`src/rtl/wb_port_scheduler_pkg.sv`:
```
// Shared types for the register-file write-port scheduler.
// Holds the register address width, the x0 constant and the starvation FSM encoding.
package wb_port_scheduler_pkg;

  localparam int REG_ADDR_W = 5;
  localparam logic [REG_ADDR_W-1:0] X0 = '0;

  typedef enum logic [1:0] {
    ARB  = 2'd0,
    WAIT = 2'd1,
    HOLD = 2'd2
  } sched_state_t;

endpackage

```
`src/rtl/wb_port_scheduler_if.sv`:
```
// Bundle of writeback, LLU, issue, decode and reg_file signals around the write-port scheduler.
// The master side is the surrounding pipeline; the slave side is the scheduler.
interface wb_port_scheduler_if #(
  parameter int DATA_WIDTH = 32
);
  import wb_port_scheduler_pkg::*;

  logic                  wb_en;
  logic [REG_ADDR_W-1:0] wb_rd;
  logic [DATA_WIDTH-1:0] wb_data;
  logic                  issue_valid;
  logic [REG_ADDR_W-1:0] issue_rd;
  logic                  issue_ready;
  logic                  llu_valid;
  logic [REG_ADDR_W-1:0] llu_rd;
  logic [DATA_WIDTH-1:0] llu_data;
  logic                  llu_ready;
  logic [REG_ADDR_W-1:0] dec_rs1;
  logic [REG_ADDR_W-1:0] dec_rs2;
  logic [REG_ADDR_W-1:0] dec_rd;
  logic                  dec_stall;
  logic                  pipe_hold;
  logic                  proto_err;
  logic                  rf_we;
  logic [REG_ADDR_W-1:0] rf_a3;
  logic [DATA_WIDTH-1:0] rf_wd3;

  modport master (
    output wb_en, wb_rd, wb_data, issue_valid, issue_rd, llu_valid, llu_rd, llu_data,
           dec_rs1, dec_rs2, dec_rd,
    input  issue_ready, llu_ready, dec_stall, pipe_hold, proto_err, rf_we, rf_a3, rf_wd3
  );

  modport slave (
    input  wb_en, wb_rd, wb_data, issue_valid, issue_rd, llu_valid, llu_rd, llu_data,
           dec_rs1, dec_rs2, dec_rd,
    output issue_ready, llu_ready, dec_stall, pipe_hold, proto_err, rf_we, rf_a3, rf_wd3
  );

endinterface

```
`src/rtl/wb_port_scheduler_scoreboard.sv`:
```
// Busy scoreboard of LLU destinations: set on honoured issue, cleared on LLU transfer, set wins.
// Reads are combinational; issue is back-pressured while its destination is already busy.
module wb_scoreboard
  import wb_port_scheduler_pkg::*;
#(
  parameter int NUM_REGS = 32
) (
  input  logic                  clk,
  input  logic                  rst,
  input  logic                  issue_valid,
  input  logic [REG_ADDR_W-1:0] issue_rd,
  output logic                  issue_ready,
  input  logic                  clr_en,
  input  logic [REG_ADDR_W-1:0] clr_rd,
  input  logic [REG_ADDR_W-1:0] rd_a,
  input  logic [REG_ADDR_W-1:0] rd_b,
  input  logic [REG_ADDR_W-1:0] rd_c,
  output logic                  hit
);

  logic [NUM_REGS-1:0] busy;
  logic                set_en;

  assign issue_ready = !busy[issue_rd];
  assign set_en      = issue_valid && issue_ready && (issue_rd != X0);
  assign hit         = busy[rd_a] | busy[rd_b] | busy[rd_c];

  // Set is applied after clear so a same-register collision leaves the bit set.
  always_ff @(posedge clk) begin
    if (rst) begin
      busy <= '0;
    end else begin
      if (clr_en) busy[clr_rd] <= 1'b0;
      if (set_en) busy[issue_rd] <= 1'b1;
    end
  end

endmodule

```
`src/rtl/wb_port_scheduler.sv`:
```
// Arbitrates the single reg_file write port: pipeline writeback first, LLU otherwise (0-cycle grant).
// A blocked LLU is counted; after STARVE_LIMIT blocked cycles pipe_hold asks for a writeback bubble.
module wb_port_scheduler
  import wb_port_scheduler_pkg::*;
#(
  parameter int DATA_WIDTH   = 32,
  parameter int NUM_REGS     = 32,
  parameter int STARVE_LIMIT = 4
) (
  input  logic               clk,
  input  logic               rst,
  wb_port_scheduler_if.slave bus
);

  localparam int CNT_W = $clog2(STARVE_LIMIT + 1);
  localparam logic [CNT_W-1:0] LIMIT = CNT_W'(STARVE_LIMIT);

  sched_state_t          state, state_nxt;
  logic [CNT_W-1:0]      starve_cnt, cnt_nxt, cnt_inc;
  logic                  llu_ready_c, llu_xfer;
  logic                  rf_we_c;
  logic [REG_ADDR_W-1:0] a3_c;
  logic [DATA_WIDTH-1:0] wd3_c;
  logic                  pipe_hold_q, proto_err_q;

  always_comb begin
    llu_ready_c = 1'b0;
    rf_we_c     = 1'b0;
    a3_c        = '0;
    wd3_c       = '0;
    if (!rst) begin
      if (bus.wb_en) begin
        a3_c    = bus.wb_rd;
        wd3_c   = bus.wb_data;
        rf_we_c = (bus.wb_rd != X0);
      end else if (bus.llu_valid) begin
        llu_ready_c = 1'b1;
        a3_c        = bus.llu_rd;
        wd3_c       = bus.llu_data;
        rf_we_c     = (bus.llu_rd != X0);
      end
    end
  end

  assign llu_xfer = bus.llu_valid && llu_ready_c;
  assign cnt_inc  = starve_cnt + CNT_W'(1);

  // Counter saturates at LIMIT while holding; only a transfer or a dropped request releases it.
  always_comb begin
    state_nxt = state;
    cnt_nxt   = starve_cnt;
    if (!bus.llu_valid || llu_xfer) begin
      state_nxt = ARB;
      cnt_nxt   = '0;
    end else if (state != HOLD) begin
      cnt_nxt   = cnt_inc;
      state_nxt = (cnt_inc >= LIMIT) ? HOLD : WAIT;
    end
  end

  always_ff @(posedge clk) begin
    if (rst) begin
      state       <= ARB;
      starve_cnt  <= '0;
      pipe_hold_q <= 1'b0;
      proto_err_q <= 1'b0;
    end else begin
      state       <= state_nxt;
      starve_cnt  <= cnt_nxt;
      pipe_hold_q <= (state_nxt == HOLD);
      proto_err_q <= proto_err_q | (bus.wb_en & pipe_hold_q);
    end
  end

  wb_scoreboard #(
    .NUM_REGS (NUM_REGS)
  ) u_scoreboard (
    .clk         (clk),
    .rst         (rst),
    .issue_valid (bus.issue_valid),
    .issue_rd    (bus.issue_rd),
    .issue_ready (bus.issue_ready),
    .clr_en      (llu_xfer),
    .clr_rd      (bus.llu_rd),
    .rd_a        (bus.dec_rs1),
    .rd_b        (bus.dec_rs2),
    .rd_c        (bus.dec_rd),
    .hit         (bus.dec_stall)
  );

  assign bus.llu_ready = llu_ready_c;
  assign bus.rf_we     = rf_we_c;
  assign bus.rf_a3     = a3_c;
  assign bus.rf_wd3    = wd3_c;
  assign bus.pipe_hold = pipe_hold_q;
  assign bus.proto_err = proto_err_q;

endmodule
```
`src/flat_wrapper.sv`:
```
// flat-port wrapper written by rule: the top's interface ports become plain ports
module wb_port_scheduler_flat import wb_port_scheduler_pkg::*;
#(
  parameter int DATA_WIDTH   = 32,
  parameter int NUM_REGS     = 32,
  parameter int STARVE_LIMIT = 4
)
  (clk, rst, bus_wb_en, bus_wb_rd, bus_wb_data, bus_issue_valid, bus_issue_rd, bus_llu_valid, bus_llu_rd, bus_llu_data, bus_dec_rs1, bus_dec_rs2, bus_dec_rd, bus_issue_ready, bus_llu_ready, bus_dec_stall, bus_pipe_hold, bus_proto_err, bus_rf_we, bus_rf_a3, bus_rf_wd3);
  wb_port_scheduler_if #(.DATA_WIDTH(DATA_WIDTH)) bus_i ();
  input  logic clk;
  input  logic rst;
  input wire logic [$bits(bus_i.wb_en)-1:0] bus_wb_en;
  input wire logic [$bits(bus_i.wb_rd)-1:0] bus_wb_rd;
  input wire logic [$bits(bus_i.wb_data)-1:0] bus_wb_data;
  input wire logic [$bits(bus_i.issue_valid)-1:0] bus_issue_valid;
  input wire logic [$bits(bus_i.issue_rd)-1:0] bus_issue_rd;
  input wire logic [$bits(bus_i.llu_valid)-1:0] bus_llu_valid;
  input wire logic [$bits(bus_i.llu_rd)-1:0] bus_llu_rd;
  input wire logic [$bits(bus_i.llu_data)-1:0] bus_llu_data;
  input wire logic [$bits(bus_i.dec_rs1)-1:0] bus_dec_rs1;
  input wire logic [$bits(bus_i.dec_rs2)-1:0] bus_dec_rs2;
  input wire logic [$bits(bus_i.dec_rd)-1:0] bus_dec_rd;
  output wire logic [$bits(bus_i.issue_ready)-1:0] bus_issue_ready;
  output wire logic [$bits(bus_i.llu_ready)-1:0] bus_llu_ready;
  output wire logic [$bits(bus_i.dec_stall)-1:0] bus_dec_stall;
  output wire logic [$bits(bus_i.pipe_hold)-1:0] bus_pipe_hold;
  output wire logic [$bits(bus_i.proto_err)-1:0] bus_proto_err;
  output wire logic [$bits(bus_i.rf_we)-1:0] bus_rf_we;
  output wire logic [$bits(bus_i.rf_a3)-1:0] bus_rf_a3;
  output wire logic [$bits(bus_i.rf_wd3)-1:0] bus_rf_wd3;
  assign bus_i.wb_en = bus_wb_en;
  assign bus_i.wb_rd = bus_wb_rd;
  assign bus_i.wb_data = bus_wb_data;
  assign bus_i.issue_valid = bus_issue_valid;
  assign bus_i.issue_rd = bus_issue_rd;
  assign bus_i.llu_valid = bus_llu_valid;
  assign bus_i.llu_rd = bus_llu_rd;
  assign bus_i.llu_data = bus_llu_data;
  assign bus_i.dec_rs1 = bus_dec_rs1;
  assign bus_i.dec_rs2 = bus_dec_rs2;
  assign bus_i.dec_rd = bus_dec_rd;
  assign bus_issue_ready = bus_i.issue_ready;
  assign bus_llu_ready = bus_i.llu_ready;
  assign bus_dec_stall = bus_i.dec_stall;
  assign bus_pipe_hold = bus_i.pipe_hold;
  assign bus_proto_err = bus_i.proto_err;
  assign bus_rf_we = bus_i.rf_we;
  assign bus_rf_a3 = bus_i.rf_a3;
  assign bus_rf_wd3 = bus_i.rf_wd3;
  wb_port_scheduler #(.DATA_WIDTH(DATA_WIDTH), .NUM_REGS(NUM_REGS), .STARVE_LIMIT(STARVE_LIMIT)) u_core (.clk(clk), .rst(rst), .bus(bus_i));
endmodule
```
`config.mk`:
```
export PLATFORM = sky130hd
export DESIGN_NAME = wb_port_scheduler_flat
export DESIGN_NICKNAME = d
export VERILOG_FILES = /design/src/rtl/wb_port_scheduler_pkg.sv /design/src/rtl/wb_port_scheduler_if.sv /design/src/rtl/wb_port_scheduler_scoreboard.sv /design/src/rtl/wb_port_scheduler.sv /design/src/flat_wrapper.sv
export SDC_FILE = /design/constraint.sdc
export NUM_CORES = 1
export LEC_CHECK = 0
export CORE_UTILIZATION = 43
export DETAILED_ROUTE_END_ITERATION = 8
export HOLD_SLACK_MARGIN = 0.06
export PLACE_DENSITY_LB_ADDON = 0.3
export SLEW_MARGIN = 15
export SYNTH_ARGS = -nofsm -noshare
export SYNTH_HDL_FRONTEND = slang
export SYNTH_SLANG_ARGS = --single-unit
```
`constraint.sdc`:
```
create_clock -name clk -period 2.97 [get_ports clk]
set_input_delay 0.594 -clock clk [delete_from_list [all_inputs] [get_ports clk]]
set_output_delay 0.594 -clock clk [all_outputs]
set_load 0.02 [all_outputs]
```
==> summary.md, run 1 <==
| Metric | Value |
|---|---|
| IO Pins | `142` |
| DR pass1 iterations | `5` |
| Max Fclk | `0.3412 GHz` |
| Cell Count, Final, Fillers Out | `about 600` |
| Leading area contributor after synthesis | `dfxtp_1` |
| Headroom to the max-slew limit | `between 70 and 80%` |
| NumNets Final | `606` |
| Count of buffers from port buffering | `141` |
| PD cells | `slightly below 300 nW/um2` |
| Worst setup SP type | `primary input` |
| Dpl ws | `-755.5 ps` |
| Unique cell type count in the Yosys netlist | `36` |
| H-tree Lvls | `2` |
| Max Slew Vio Count | `0` |
| Sinks on Clock Net | `39` |
| Max_cap viols | `0` |
| Routed wire length | `13.05 mm` |
| All-Layer GR Usage | `34.33%` |
| Final design utilization | `76.11%` |
| Hold/Removal Path Class | `reg -> reg` |
| P_leak | `2.531 nW` |
| Syn_area_per_cell | `roughly 9.3 um2` |
| Ant. Diodes | `0` |
| Commonest cells in the netlist | `o21ai_0, dfxtp_1, a22o_1` |
| Placed cell count | `588` |
| Share of synthesized registers carrying an async set or reset | `0%` |
| Crit Path Category | `in -> out` |
| Post-route clock period utilization | `98.69%` |
| Main synth FF type | `dfxtp_1` |
| Sequential-to-total area share from yosys stat | `24.95%` |
| Layout area overhead | `67.97%` |
| Routed Antenna Nets | `0` |
| Largest net degree at the start of global routing | `41` |
| Setup slack after layout | `38.79 ps` |
| Worst IR drop on VDD | `170.9 uV` |
| Hold_sp | `u_core.starve_cnt[1]` |
| Dpl hpwl | `9.238 mm` |
| Fin area | `5256 um2` |
| CP Data Arrival Time | `2340 ps` |
| Post-synth EDFFs | `0` |
| Seq cells post-synth | `39` |
| Die footprint | `7622 um2` |
| Yosys warns | `0` |
| Core area | `6907 um2` |
| Share of cells above drive strength 1 | `18.93%` |
| Worst-Skew Late Latency | `300 ps` |
| Area share of the largest cell type after synthesis | `24.95%` |
| Net Count, Synth | `437` |
| CTS Root Cell | `clkbuf_8` |
| Fillcell total | `about 500` |
| Number of global-route vias before repair | `3,812` |
| Chip Width | `87.31 um` |
| Worst Path Max Fanout | `6` |
| Status | `finished clean` |
| Drt wl/cell | `~22 um` |
| Worst-Margin Slew | `between 300 and 400 ps` |
| Die Height | `between 80 and 90 um` |
| TritonCTS clock tree | `yes` |
| Synth Cell Area | `3129 um2` |
| CTS clk-pin slew, worst paths | `80 ps` |
| DR iter-0 viols | `420` |
| Initial core utilization | `between 40% and 50%` |
| Initial antenna violation count | `0` |
| Final-report hold violation count | `0` |
| Mapped Cells | `337` |
| Num CTS Buffers | `5` |
| Max Root-Sink Buffers | `2` |
| Via density | `about 6.3` |
| Worst Path Required | `2380 ps` |
| Worst hold slack | `501.4 ps` |
| Num rows | `30` |
| Clock Skew | `9.428 ps` |
| Tmin final | `2931 ps` |
| Total number of vias | `roughly 3,800` |
| Total gr overflow | `0` |
| Gp weighted congestion | `0.9942` |
| Synth area leaders | `dfxtp_1, mux4_2, a22o_1` |
| Reg-to-Reg Start | `u_core.u_scoreboard.busy[16]` |
| CP Launch Point | `bus_issue_rd[0]` |
| Post-DP Area | `4923 um2` |
| Top-count cell post-synth | `o21ai_0` |
| Final setup fails | `0` |
| RSZ-0062 raised after global routing | `true` |
| Worst Setup End Kind | `output port` |
| CTS Hold Bufs | `0` |
| First-pass GRT wire length | `19.58 mm` |
| Residual DRC | `0` |
## cell type report
class	count	area [um2]	share of cell area [%]
Multi-Input combinational cell	270	2263	43.06
Timing Repair Buffer	189	1956	37.21
Sequential cell	39	780.7	14.85
Tap cell	96	120.1	2.285
Clock buffer	6	72.57	1.381
Clock inverter	2	60.06	1.143
Inverter	1	3.754	0.07141
## worst max-delay path, cell delays in order
cell	delay [ps]
buf_2	120
bufbuf_16	260
mux4_2	500
mux4_2	470
mux2i_2	210
buf_4	180
## layout by cell type (no fill, tap or decap), types with 6 or more instances in the layout
cell             synthesis  routed
a22o_1                  37      37
a21oi_1                 11      11
nand2b_1                10      10
clkdlybuf4s50_1          0      93
nand2_1                 12      12
dlygate4sd2_1            0       6
nand3_1                  7       7
buf_4                    0      39
nor2b_1                 31      30
dlymetal6s2s_1           0      38
nand3b_1                 6       6
mux4_2                  25      25
nor2_1                  12      12
mux2i_1                 20      18
o21ai_0                 56      56
dfxtp_1                 39      39
## where the power goes
part | switching (mW) | internal, mW
Sequential | 0.0101 | 0.529
Clock | 0.193 | 0.336
Combinational | 0.199 | 0.278
Total | 0.402 | 1.14
## path summary, 6_finish.rpt
path,to,slack [ps],depth (start not counted)
worst max-delay path,bus_issue_ready,40,6
worst min register to register,u_core.starve_cnt[1],500,2
worst min-delay path,u_core.starve_cnt[1],500,2
worst max register to register,u_core.u_scoreboard.busy[17],1060,3
## per-layer routing
metal	vias up	part of all wire [%]	GRT usage, %
li1	1648	-	-
met1	1754	35	38.48
met2	300	50	59.59
met3	69	11	9.005
met4	0	4.8	18.03
met5	-	0	0
## stage by stage
| stage | TNS [ps] | total power [mW] |
|---|---|---|
| after floorplan | 0 | 0.7372 |
| after global placement | -1247 | 1.007 |
| after detailed placement | -1353 | 1.013 |
| after CTS | 0 | 1.539 |
| after global routing | -81.60 | 1.600 |
| final | 0 | 1.545 |
## what timing repair did
| item | CTS | global route |
|---|---|---|
| resized for setup | 25 | 49 |
| gates cloned | 1 | 2 |
| hold endpoints to repair | 0 | 0 |
| setup buffers | 1 | 3 |
| pin swaps | 3 | 2 |
| setup endpoints to repair | 5 | 37 |
## flip-flops by register name, indices dropped and copies added, names as in the netlist
name / cells
u_core.bus.proto_err: 1
u_core.u_scoreboard.busy: 32
u_core.bus.pipe_hold: 1
u_core.starve_cnt: 3
u_core.state: 2
## kinds of logic after synthesis
group / Yosys count / synth area share (%)
mux: 49 / 27.27
flops: 39 / 24.95
simple gates: 103 / 19.19
buf+inv: 28 / 3.798
compound gates: 115 / 23.83
fa+ha+maj: 1 / 0.3998
xor+xnor: 2 / 0.5599
Power figures use the tool's default switching activity.
==> run 2, diff against run 1 <==
CTS_BUF_LIST = sky130_fd_sc_hd__clkbuf_8 sky130_fd_sc_hd__clkbuf_16   (was default)
==> run 2 against run 1 <==
Wire length is essentially flat; die area unchanged; final area is the same; count of clock-buffer cells in the layout shrank 1; power down 0.14%; critical path type unchanged; critical endpoint unchanged; highest routed layer unchanged.
==> summary.md, run 2 (same netlist as run 1, synthesis figures left out) <==
| Metric | Value |
|---|---|
| Status | `finished clean (unchanged)` |
| Post-DP Area | `4923 um2 (unchanged)` |
| Final setup fails | `0 (unchanged)` |
| Initial core utilization | `45.31% (unchanged)` |
| Max Root-Sink Buffers | `2 (unchanged)` |
| Crit-path cells | `buf_2 > bufbuf_16 > mux4_2 > mux4_2 > mux2i_2 > buf_4 (unchanged)` |
| Die footprint | `7622 um2 (unchanged)` |
| Biggest register | `u_core.u_scoreboard.busy (unchanged)` |
| Worst-Skew Late Latency | `290 ps (was 300 ps)` |
| Reg2Reg Depth | `3 (unchanged)` |
| Area of the multi-input gates | `2263 um2 (unchanged)` |
| Post-route clock period utilization | `98.67% (was 98.69%)` |
| Ant. Diodes | `0 (unchanged)` |
| Gp weighted congestion | `0.9942 (unchanged)` |
| Most frequent cells in the layout | `clkdlybuf4s50_1, o21ai_0, buf_4, dfxtp_1, dlymetal6s2s_1 (unchanged)` |
| Internal Power | `1.139 mW (was 1.143 mW)` |
| Residual DRC | `0 (unchanged)` |
| Share of cells above drive strength 1 | `18.93% (unchanged)` |
| First-pass GRT wire length | `19.58 mm (unchanged)` |
| Switching share of power | `26.14% (was 26.03%)` |
| Headroom to the max-slew limit | `74.12% (was 73.86%)` |
| CTS Root Cell | `clkbuf_8 (unchanged)` |
| NumNets Final | `606 (unchanged)` |
| Hold path depth | `2 (unchanged)` |
| Crit Reg-Reg Endpoint | `u_core.u_scoreboard.busy[10] (was u_core.u_scoreboard.busy[17])` |
| Num rows | `30 (unchanged)` |
| Grt met2 use | `59.59% (unchanged)` |
| Routed wire length | `13.06 mm (was 13.05 mm)` |
| P_leak | `2.535 nW (was 2.531 nW)` |
| IO Pins | `142 (unchanged)` |
| Final design utilization | `76.11% (unchanged)` |
| Final-report hold violation count | `0 (unchanged)` |
| Slowest CP cell | `mux4_2 (unchanged)` |
| Clk network pwr share | `34.1% (was 34.2%)` |
| Worst IR drop on VDD | `169.6 uV (was 170.9 uV)` |
| Worst Path Max Fanout | `6 (unchanged)` |
| Clock Skew | `8.480 ps (was 9.428 ps)` |
| GR peak layer | `met2 (unchanged)` |
| CP Launch Point | `bus_issue_rd[0] (unchanged)` |
| Die Height | `87.31 um (unchanged)` |
| Total number of vias | `3,783 (was 3,771)` |
| Grt met1 use | `38.48% (unchanged)` |
| Initial antenna violation count | `0 (unchanged)` |
| Num CTS Buffers | `5 (unchanged)` |
| CTS Hold Bufs | `0 (unchanged)` |
| Hold/Removal Path Class | `reg -> reg (unchanged)` |
| Tmin final | `2931 ps (about the same)` |
| Seq pwr share | `35.0% (was 34.9%)` |
| Core area | `6907 um2 (unchanged)` |
| Crit-path max cell delay | `510 ps (was 500 ps)` |
| Worst setup SP type | `primary input (unchanged)` |
| Met3 Resource Use GR | `9.005% (unchanged)` |
| Hold EP | `u_core.starve_cnt[1] (unchanged)` |
| Max reg flops | `32 (unchanged)` |
| Chip Width | `87.31 um (unchanged)` |
| CP Data Arrival Time | `2340 ps (about the same)` |
| Hold_sp | `u_core.starve_cnt[1] (unchanged)` |
| Sinks on Clock Net | `39 (unchanged)` |
| Routed Antenna Nets | `0 (unchanged)` |
| Worst Setup End Kind | `output port (unchanged)` |
| Regs by FF count | `u_core.u_scoreboard.busy: 32 flops, u_core.starve_cnt: 3 flops, u_core.state: 2 flops (unchanged)` |
| DR pass1 iterations | `5 (unchanged)` |
| Switching power | `403.3 uW (was 402.1 uW)` |
| Dpl hpwl | `9.238 mm (unchanged)` |
| Drt wl/cell | `21.66 um (was 21.64 um)` |
| Reg-to-Reg Start | `u_core.u_scoreboard.busy[10] (was u_core.u_scoreboard.busy[16])` |
| DR iter-0 viols | `420 (unchanged)` |
| Largest net degree at the start of global routing | `41 (unchanged)` |
| Worst hold slack | `502.2 ps (was 501.4 ps)` |
| Fillcell total | `506 (unchanged)` |
| Most used cell, CP | `mux4_2 (unchanged)` |
| Via density | `6.274 (was 6.254)` |
| Commonest non-fill, non-tap cell in the layout | `clkdlybuf4s50_1 (unchanged)` |
| Cell Count, Final, Fillers Out | `603 (unchanged)` |
| PD cells | `293.5 nW/um2 (was 293.9 nW/um2)` |
| Crit Path Category | `in -> out (unchanged)` |
| RSZ-0062 raised after global routing | `true (unchanged)` |
| R2R Setup Slk | `1060 ps (about the same)` |
| Worst-Margin Slew | `378.4 ps (was 382.2 ps)` |
| Count of buffers from port buffering | `141 (unchanged)` |
| All-Layer GR Usage | `34.33% (unchanged)` |
| Max_cap viols | `0 (unchanged)` |
| Max Slew Vio Count | `0 (unchanged)` |
| Total gr overflow | `0 (unchanged)` |
| H-tree Lvls | `2 (unchanged)` |
| Fin area | `5256 um2 (unchanged)` |
| CTS clk-pin slew, worst paths | `80 ps (about the same)` |
| Worst Path Required | `2380 ps (about the same)` |
| Number of global-route vias before repair | `3,812 (unchanged)` |
| TritonCTS clock tree | `yes (unchanged)` |
| Layout area overhead | `67.97% (unchanged)` |
| Placed cell count | `588 (unchanged)` |
| Comb power frac | `30.9% (was 30.8%)` |
| Max Fclk | `0.3412 GHz (about the same)` |
| Reg area | `780.7 um2 (unchanged)` |
-- run 2: worst max-delay path, delay by kind of cell --
| kind | cells | cell delay [ps] |
|---|---|---|
| multiplexers | 3 | 1190 |
| buffers and inverters | 3 | 560 |
-- run 2: power groups by stage --
stage / Clock (mW) / Combinational, mW / Sequential, mW
global placement: 0 / 0.457 / 0.550
global route: 0.554 / 0.504 / 0.539
finish: 0.527 / 0.477 / 0.539
floorplan: 0 / 0.191 / 0.546
CTS: 0.527 / 0.472 / 0.538
detailed placement: 0 / 0.463 / 0.550
-- run 2: repair_timing --
action,4_1_cts,5_1_grt
resized for setup,25,49
buffers inserted,1,3
pin swaps,3,2
gates cloned,1,2
hold endpoints to repair,0,0
setup endpoints to repair,5,37
-- run 2: metal layers --
metal  vias up  routed length [um]  share of wire, %
met5         -                   0                 0
met4         0                 622               4.8
met3        77                1336                10
met2       291                6559                50
met1      1767                4539                35
li1       1648                   -                 -
-- run 2: final cells by class --
class                           instances  area share (%)
Clock buffer                            5           1.309
Tap cell                               96           2.285
Clock inverter                          3           1.214
Inverter                                1         0.07141
Sequential cell                        39           14.85
Timing Repair Buffer                  189           37.21
Multi-Input combinational cell        270           43.06
-- run 2: worst max path at each step --
stage	slack (ps)	depth (start not counted)	to
6_report	40	6	bus_issue_ready
5_1_grt	-80	9	bus_dec_stall
4_1_cts	1	5	bus_rf_wd3[30]
3_5_place_dp	-760	6	bus_issue_ready
3_3_place_gp	-710	6	bus_issue_ready
2_1_floorplan	280	4	bus_issue_ready
-- run 2: per-stage QoR --
step | TNS, ps | worst slack (ps) | power, mW
floorplan | 0 | 284.3 | 0.7372
global placement | -1247 | -705.2 | 1.007
detailed placement | -1353 | -755.5 | 1.013
CTS | 0 | 1.495 | 1.537
global route | -81.60 | -81.60 | 1.597
finish | 0 | 39.39 | 1.543
